`src/rtl/rr_mux_arbiter_if.sv`:
```
// Bus bundle for rr_mux_arbiter: four requesters sharing one 4:1 single-bit channel.
//   master : the data sources (drive req/d, observe grant, select and channel)
//   slave  : the arbiter (samples req/d, drives gnt, s1/s0, busy, y)
interface rr_mux_arbiter_if;
  logic [3:0] req;
  logic [3:0] d;
  logic [3:0] gnt;
  logic       s1;
  logic       s0;
  logic       busy;
  logic       y;

  modport master (output req, d, input gnt, s1, s0, busy, y);
  modport slave  (input req, d, output gnt, s1, s0, busy, y);
endinterface

```
`src/rtl/rr_mux_arbiter.sv`:
```
// Round-robin arbiter that owns the select of a shared 4:1 single-bit mux channel.
// Grants one source at a time and always inserts a one-cycle break-before-make gap.
// Optional hold-time limit compiled in with `define RR_MUX_ARB_HOLD_LIMIT_EN.
// Ports:
//   clk    rising-edge clock
//   rst_n  synchronous active-low reset
//   bus    rr_mux_arbiter_if.slave: req/d in; gnt, s1/s0, busy (registered), y (comb) out
// Parameter:
//   MAX_HOLD  cycles a grant may be held when the hold limit is compiled in (1..255)
module rr_mux_arbiter #(
  parameter int unsigned MAX_HOLD = 8
) (
  input  logic               clk,
  input  logic               rst_n,
  rr_mux_arbiter_if.slave    bus
);

  localparam int unsigned N_SRC = 4;
  localparam int unsigned IDX_W = 2;
  localparam int unsigned CNT_W = 8;

`ifdef RR_MUX_ARB_HOLD_LIMIT_EN
  localparam bit HOLD_EN = 1'b1;
`else
  localparam bit HOLD_EN = 1'b0;
`endif

  typedef enum logic [1:0] {
    IDLE  = 2'd0,
    GRANT = 2'd1,
    GAP   = 2'd2
  } state_e;

  state_e             state_q, state_d;
  logic [N_SRC-1:0]   gnt_q, gnt_d;
  logic [IDX_W-1:0]   sel_q, sel_d;
  logic [IDX_W-1:0]   last_q, last_d;
  logic               busy_q, busy_d;
  logic [CNT_W-1:0]   hold_cnt_q, hold_cnt_d;

  logic               win_vld_c;
  logic [IDX_W-1:0]   win_idx_c;
  logic               hold_hit_c;

  // Round-robin pick: scan offsets 4..1 so the lowest offset from last is assigned last and wins.
  always_comb begin : rr_pick
    logic [IDX_W-1:0] cand;
    win_vld_c = 1'b0;
    win_idx_c = last_q;
    cand      = last_q;
    for (int i = N_SRC; i >= 1; i--) begin
      cand = last_q + IDX_W'(i);
      if (bus.req[cand]) begin
        win_vld_c = 1'b1;
        win_idx_c = cand;
      end
    end
  end

  // Forced release fires on the cycle the owner has held for MAX_HOLD-1 counted cycles.
  assign hold_hit_c = HOLD_EN && (hold_cnt_q == CNT_W'(MAX_HOLD - 1));

  // Next-state and registered-output logic.
  always_comb begin : next_state
    state_d    = state_q;
    gnt_d      = gnt_q;
    sel_d      = sel_q;
    last_d     = last_q;
    busy_d     = busy_q;
    hold_cnt_d = hold_cnt_q;

    case (state_q)
      IDLE, GAP: begin
        if (win_vld_c) begin
          state_d    = GRANT;
          gnt_d      = N_SRC'(1) << win_idx_c;
          sel_d      = win_idx_c;
          last_d     = win_idx_c;
          busy_d     = 1'b1;
          hold_cnt_d = '0;
        end else begin
          state_d = IDLE;
          gnt_d   = '0;
          busy_d  = 1'b0;
        end
      end
      GRANT: begin
        hold_cnt_d = (hold_cnt_q == {CNT_W{1'b1}}) ? hold_cnt_q : hold_cnt_q + CNT_W'(1);
        // Select is kept through the gap so the channel index stays stable.
        if (!bus.req[sel_q] || hold_hit_c) begin
          state_d = GAP;
          gnt_d   = '0;
          busy_d  = 1'b0;
        end
      end
      default: begin
        state_d = IDLE;
        gnt_d   = '0;
        busy_d  = 1'b0;
      end
    endcase
  end

  // State register; last resets to 3 so source 0 is searched first.
  always_ff @(posedge clk) begin : regs
    if (!rst_n) begin
      state_q    <= IDLE;
      gnt_q      <= '0;
      sel_q      <= '0;
      last_q     <= IDX_W'(3);
      busy_q     <= 1'b0;
      hold_cnt_q <= '0;
    end else begin
      state_q    <= state_d;
      gnt_q      <= gnt_d;
      sel_q      <= sel_d;
      last_q     <= last_d;
      busy_q     <= busy_d;
      hold_cnt_q <= hold_cnt_d;
    end
  end

  assign bus.gnt  = gnt_q;
  assign bus.s1   = sel_q[1];
  assign bus.s0   = sel_q[0];
  assign bus.busy = busy_q;
  assign bus.y    = busy_q & bus.d[sel_q];

endmodule

```
`src/flat_wrapper.sv`:
```
// flat-port wrapper written by rule: the top's interface ports become plain ports
module rr_mux_arbiter_flat 
#(
  parameter int unsigned MAX_HOLD = 8
)
  (clk, rst_n, bus_req, bus_d, bus_gnt, bus_s1, bus_s0, bus_busy, bus_y);
  rr_mux_arbiter_if bus_i ();
  input  logic clk;
  input  logic rst_n;
  input wire logic [$bits(bus_i.req)-1:0] bus_req;
  input wire logic [$bits(bus_i.d)-1:0] bus_d;
  output wire logic [$bits(bus_i.gnt)-1:0] bus_gnt;
  output wire logic [$bits(bus_i.s1)-1:0] bus_s1;
  output wire logic [$bits(bus_i.s0)-1:0] bus_s0;
  output wire logic [$bits(bus_i.busy)-1:0] bus_busy;
  output wire logic [$bits(bus_i.y)-1:0] bus_y;
  assign bus_i.req = bus_req;
  assign bus_i.d = bus_d;
  assign bus_gnt = bus_i.gnt;
  assign bus_s1 = bus_i.s1;
  assign bus_s0 = bus_i.s0;
  assign bus_busy = bus_i.busy;
  assign bus_y = bus_i.y;
  rr_mux_arbiter #(.MAX_HOLD(MAX_HOLD)) u_core (.clk(clk), .rst_n(rst_n), .bus(bus_i));
endmodule
```
`config.mk`:
```
export PLATFORM = sky130hd
export DESIGN_NAME = rr_mux_arbiter_flat
export DESIGN_NICKNAME = d
export VERILOG_FILES = /design/src/rtl/rr_mux_arbiter_if.sv /design/src/rtl/rr_mux_arbiter.sv /design/src/flat_wrapper.sv
export SDC_FILE = /design/constraint.sdc
export NUM_CORES = 1
export LEC_CHECK = 0
export CORE_AREA = 5 5 42 44
export DETAILED_ROUTE_END_ITERATION = 10
export DIE_AREA = 0 0 47 49
export MAX_ROUTING_LAYER = met4
export PLACE_DENSITY = 0.69
export SYNTH_ARGS = -nofsm -noshare
export SYNTH_HDL_FRONTEND = slang
export SYNTH_SLANG_ARGS = --single-unit
```
`constraint.sdc`:
```
create_clock -name clk -period 1.9 [get_ports clk]
set_input_delay 0.475 -clock clk [delete_from_list [all_inputs] [get_ports clk]]
set_output_delay 0.475 -clock clk [all_outputs]
set_load 0.005 [all_outputs]
```
After elaboration in Yosys (flattened, before gate mapping). Cells that the tools add are included.

Add/sub/neg operators: 3. Mux-type cells: 28. Reductions and logical operators: 3. Shift operators: 1. Bitwise gates (word level): 1. Equality and inequality tests: 3. Order comparisons: 5.

Operator list (count): $lt A2 B3 Y1 const B (5); $mux W1 (13); $bmux W1 S2 (6); $mux W2 (4); $mux W4 (2); $pmux W4 S2 (1); $add A2 B2 Y2 const B (2); $pmux W2 S2 (1); $shl A1 B2 Y4 const A (1); $add A2 B1 Y2 const B (1); $eq A2 B1 Y1 const B (1); $eq A2 B2 Y1 const B (1); $logic_not A2 Y1 (1); $ne A2 B2 Y1 const B (1); $pmux W1 S2 (1); $reduce_and A2 Y1 (1); $reduce_or A2 Y1 (1); $and A1 B1 Y1 (1).

Register bits after elaboration: 11. Input bits: 10. Word-level logic and storage cells: 49.

Logic depth before layout (Yosys ltp).
Depth in word-level cells: 9. Depth in mapped cells: 4.

Worst setup path after synthesis. OpenSTA, ideal clock, no wires.

Path type: input -> output. Start: input port bus_d[1]. End: output port bus_y. Arrival: 1106 ps. Required time: 1425 ps. Stages: 2. Buffers on the path: 0. Path slack: 319 ps. Cells stage by stage: mux4_1 -> and2_1.

Longest elaborated chain between the ends: 3.

RTL lines: start: declaration (line flat_wrapper.sv:11) `input wire logic [$bits(bus_i.d)-1:0] bus_d;`; $bmux W1 S2 (line rr_mux_arbiter.sv:127) `assign bus.y = busy_q & bus.d[sel_q];`; $mux W1 (implied by the code) (line rr_mux_arbiter.sv:127); $and A1 B1 Y1 (line rr_mux_arbiter.sv:127); end: declaration (line flat_wrapper.sv:16) `output wire logic [$bits(bus_i.y)-1:0] bus_y;`.

Every way passes these cells. The select of a mux whose other input is x is not followed.

Final worst setup path.
Start: register u_core.sel_q[0]. End: output port bus_y.

Longest elaborated chain between the ends: 3.

RTL lines: start: declaration (line rr_mux_arbiter.sv:36) `logic [IDX_W-1:0] sel_q, sel_d;`; start signal: assignment (line rr_mux_arbiter.sv:116) `sel_q <= sel_d;`; $bmux W1 S2 (line rr_mux_arbiter.sv:127); $mux W1 (implied by the code) (line rr_mux_arbiter.sv:127); $and A1 B1 Y1 (line rr_mux_arbiter.sv:127).

Every way passes these cells. The select of a mux whose other input is x is not followed.

==> flow_summary_export.csv <==
group,metric,value,unit
clock_network,cts_inserted_buffers,3,
yosys,yosys_register_bits,10,
final_layout,area_growth,56.9,%
timing,holdWs,0.468,ns
grt,grt_use_total,0.124,
final_layout,postLayoutCellArea,779,µm²
timing,setup_viol,0,
clock_network,clk_latency,0.26,ns
drt,drt_iter0_drc,12,
pwr,leakagePower,0.308,nW
timing,fin_crit_sh,0.971,
placed_design,gp_congestion,0.864,
worst_setup_path,path_depth,3,
final_layout,drive_gt1_frac,0.228,
yosys,synth-warning-count,0,
clock_network,htree_levels,1,
worst_setup_path,critical_path_class,"flip-flop to output pin",
worst_setup_path,critPathRequiredTime,1.42,ns
worst_setup_path,reg2reg_depth,4,
floorplan,start_util,0.354,
grt,grt_pass1_wl,2.08,mm
floorplan,die_h,49,µm
floorplan,die_w,47,µm
timing,fmax,542,MHz
drt,dr.pass1.iters,4,
drt,num_vias,496,
clock_network,ctsRootBufferMaster,"clkbuf_4",
worst_setup_path,cp_slowest_cell,"mux4_2",
placed_design,port_buffers,17,
timing,worst_slew_pin_slew,0.279,ns
timing,finalCriticalPeriod,1.85,ns
clock_network,cts_tree,"yes",
placed_design,dp.cells,91,
timing,finClkSkew,0.00570,ns
min_path,hold_end,"u_core.bus.gnt[0]",
grt,grt_max_degree,8,
final_layout,final_util,0.556,
drt,wirelength,1.18,mm
worst_setup_path,worstSetupStartpointType,"flip-flop",
worst_setup_path,crit_chain,"mux4_2 -> and2_4 -> buf_6",
final_layout,final_cells,95,
worst_setup_path,r2r-end,"u_core.bus.gnt[3]",
grt,overflow,0,
timing,finalSetupTns,0,ns
pwr,pwr_density_cell,810,nW/µm²
final_layout,layout_common_cells,"clkdlybuf4s50_1 (12), dfxtp_1 (10), buf_4 (8)",
drt,vias_per_cell,5.22,
drt,remaining_drc_errors,0,
yosys,synth_cells,51,
clock_network,ctsHoldBuffers,0,
final_layout,layout_commonest_cell,"clkdlybuf4s50_1",
worst_setup_path,cp.arrival,1.37,ns
flow_run,cap_violations,0,
min_path,min_path_cells,1,
timing,max-slew-margin-rel,0.812,
placed_design,dp_hpwl,982,µm
placed_design,place_area,743,µm²
worst_setup_path,worst-path-buf-inv,1,
drt,wl_per_cell,12.4,µm
worst_setup_path,end_kind,"output pin",
yosys,synth_area,497,µm²
timing,hold_viol,0,
floorplan,ios,18,
yosys,syn-num-nets,61,
floorplan,rows,14,
yosys,ys_types,21,
worst_setup_path,timing.rr.start,"u_core.sel_q[0]",
timing,drv_slew,0,
worst_setup_path,worstPathMaxFanout,2,
worst_setup_path,rrSetupSlack,0.41,ns
yosys,yosysSeqAreaShare,0.403,
min_path,hp-start,"u_core.bus.gnt[0]",
pwr,ir_drop,0.000587,V
clock_network,clock_path_buffers,2,
clock_network,post_cts_buffers,0,
outcome,status,"completed",
timing,rsz0062_at_grt,"no",
min_path,hold_path.class,"flip-flop to flip-flop",
worst_setup_path,crit_path_max_incr_delay,0.50,ns
floorplan,dieArea,2300,µm²
clock_network,numClockSinks,10,
floorplan,fp.coreArea,1400,µm²
final_layout,insertedDiodeCount,0,
yosys,avgSynthCellArea,9.74,µm²
grt,antenna_found_initial,0,
drt,ant_nets,0,
clock_network,clk_pin_slew_worst_paths,0.07,ns
final_layout,fin_nets,90,
worst_setup_path,crit_family,"multiplexers",
grt,grt_pass1_vias,486,
-- cell families after synthesis --
kind of cell    Yosys count  share of synthesized area
flops                    10                      0.403
mux                       2                     0.0982
buf+inv                   1                    0.00755
simple gates             21                      0.239
compound gates           17                      0.252
-- repair_timing --
item                                   4_1_cts  5_1_grt
setup endpoints to repair                    1        1
pin swaps                                    1        0
endpoints found under the hold margin        0        0
gates resized for setup                      9        6
-- state kept, by name, summed over array words and instances, names as in the netlist --
register and flops:
u_core.last_q 2, u_core.sel_q 2, u_core.state_q 2, u_core.bus.gnt 4
-- metrics by stage --
stage / power, W / worst slack (ns)
detailed placement: 0.000445 / -0.555
finish: 0.000632 / 0.0548
global placement: 0.000442 / -0.513
floorplan: 0.000338 / 0.319
global route: 0.000677 / 0.000185
CTS: 0.000633 / 0.00443
-- layer usage --
| layer | up-vias | track usage | wire length, µm |
|---|---|---|---|
| li1 | 247 | - | - |
| met1 | 231 | 0.153 | 525 |
| met2 | 16 | 0.197 | 567 |
| met3 | 2 | 0.0332 | 76 |
| met4 | 0 | 0.0276 | 8 |
| met5 | - | - | 0 |
-- where the power goes --
group / switching (W) / leakage, nW / internal, W
Combinational: 0.0000710 / 0.204 / 0.000120
Clock: 0.0000752 / 0.0210 / 0.000116
Sequential: 0.0000172 / 0.0825 / 0.000232
-- worst register-to-register path, stage by stage, from the launching register on --
cell and delay, ns:
dfxtp_1 0.35, buf_4 0.13, mux4_2 0.50, and3_4 0.20, a32o_1 0.19
-- area by class of cell --
cell class	instances	area, µm²
timing repair buffer	25	231
clock buffer	4	36.3
multi-input combinational	40	292
tap	16	20.0
sequential	10	200
fill	148	622
-- how the worst max path moves through the flow --
stage / end / from
global placement: bus_y / bus_d[1]
detailed placement: bus_y / bus_d[1]
CTS: bus_y / bus_d[0]
floorplan: bus_y / bus_d[1]
finish: bus_y / u_core.sel_q[0]
global route: bus_y / u_core.sel_q[0]
-- synthesized netlist by cell type (all sizes together) --
| master | number | area share |
|---|---|---|
| a21boi | 3 | 0.045 |
| a21o | 1 | 0.015 |
| a21oi | 2 | 0.020 |
| a32o | 4 | 0.081 |
| and2 | 3 | 0.038 |
| and3 | 1 | 0.023 |
| clkbuf | 1 | 0.0075 |
| dfxtp | 10 | 0.40 |
| mux4 | 2 | 0.098 |
| nand2 | 4 | 0.030 |
| nand2b | 4 | 0.050 |
| nand3 | 1 | 0.010 |
| nor2 | 5 | 0.038 |
| nor2b | 1 | 0.013 |
| nor4 | 1 | 0.025 |
| o211ai | 2 | 0.030 |
| o21a | 2 | 0.030 |
| o21ai | 3 | 0.030 |
| or3 | 1 | 0.013 |
No activity file was read; power rests on OpenSTA's default activity.
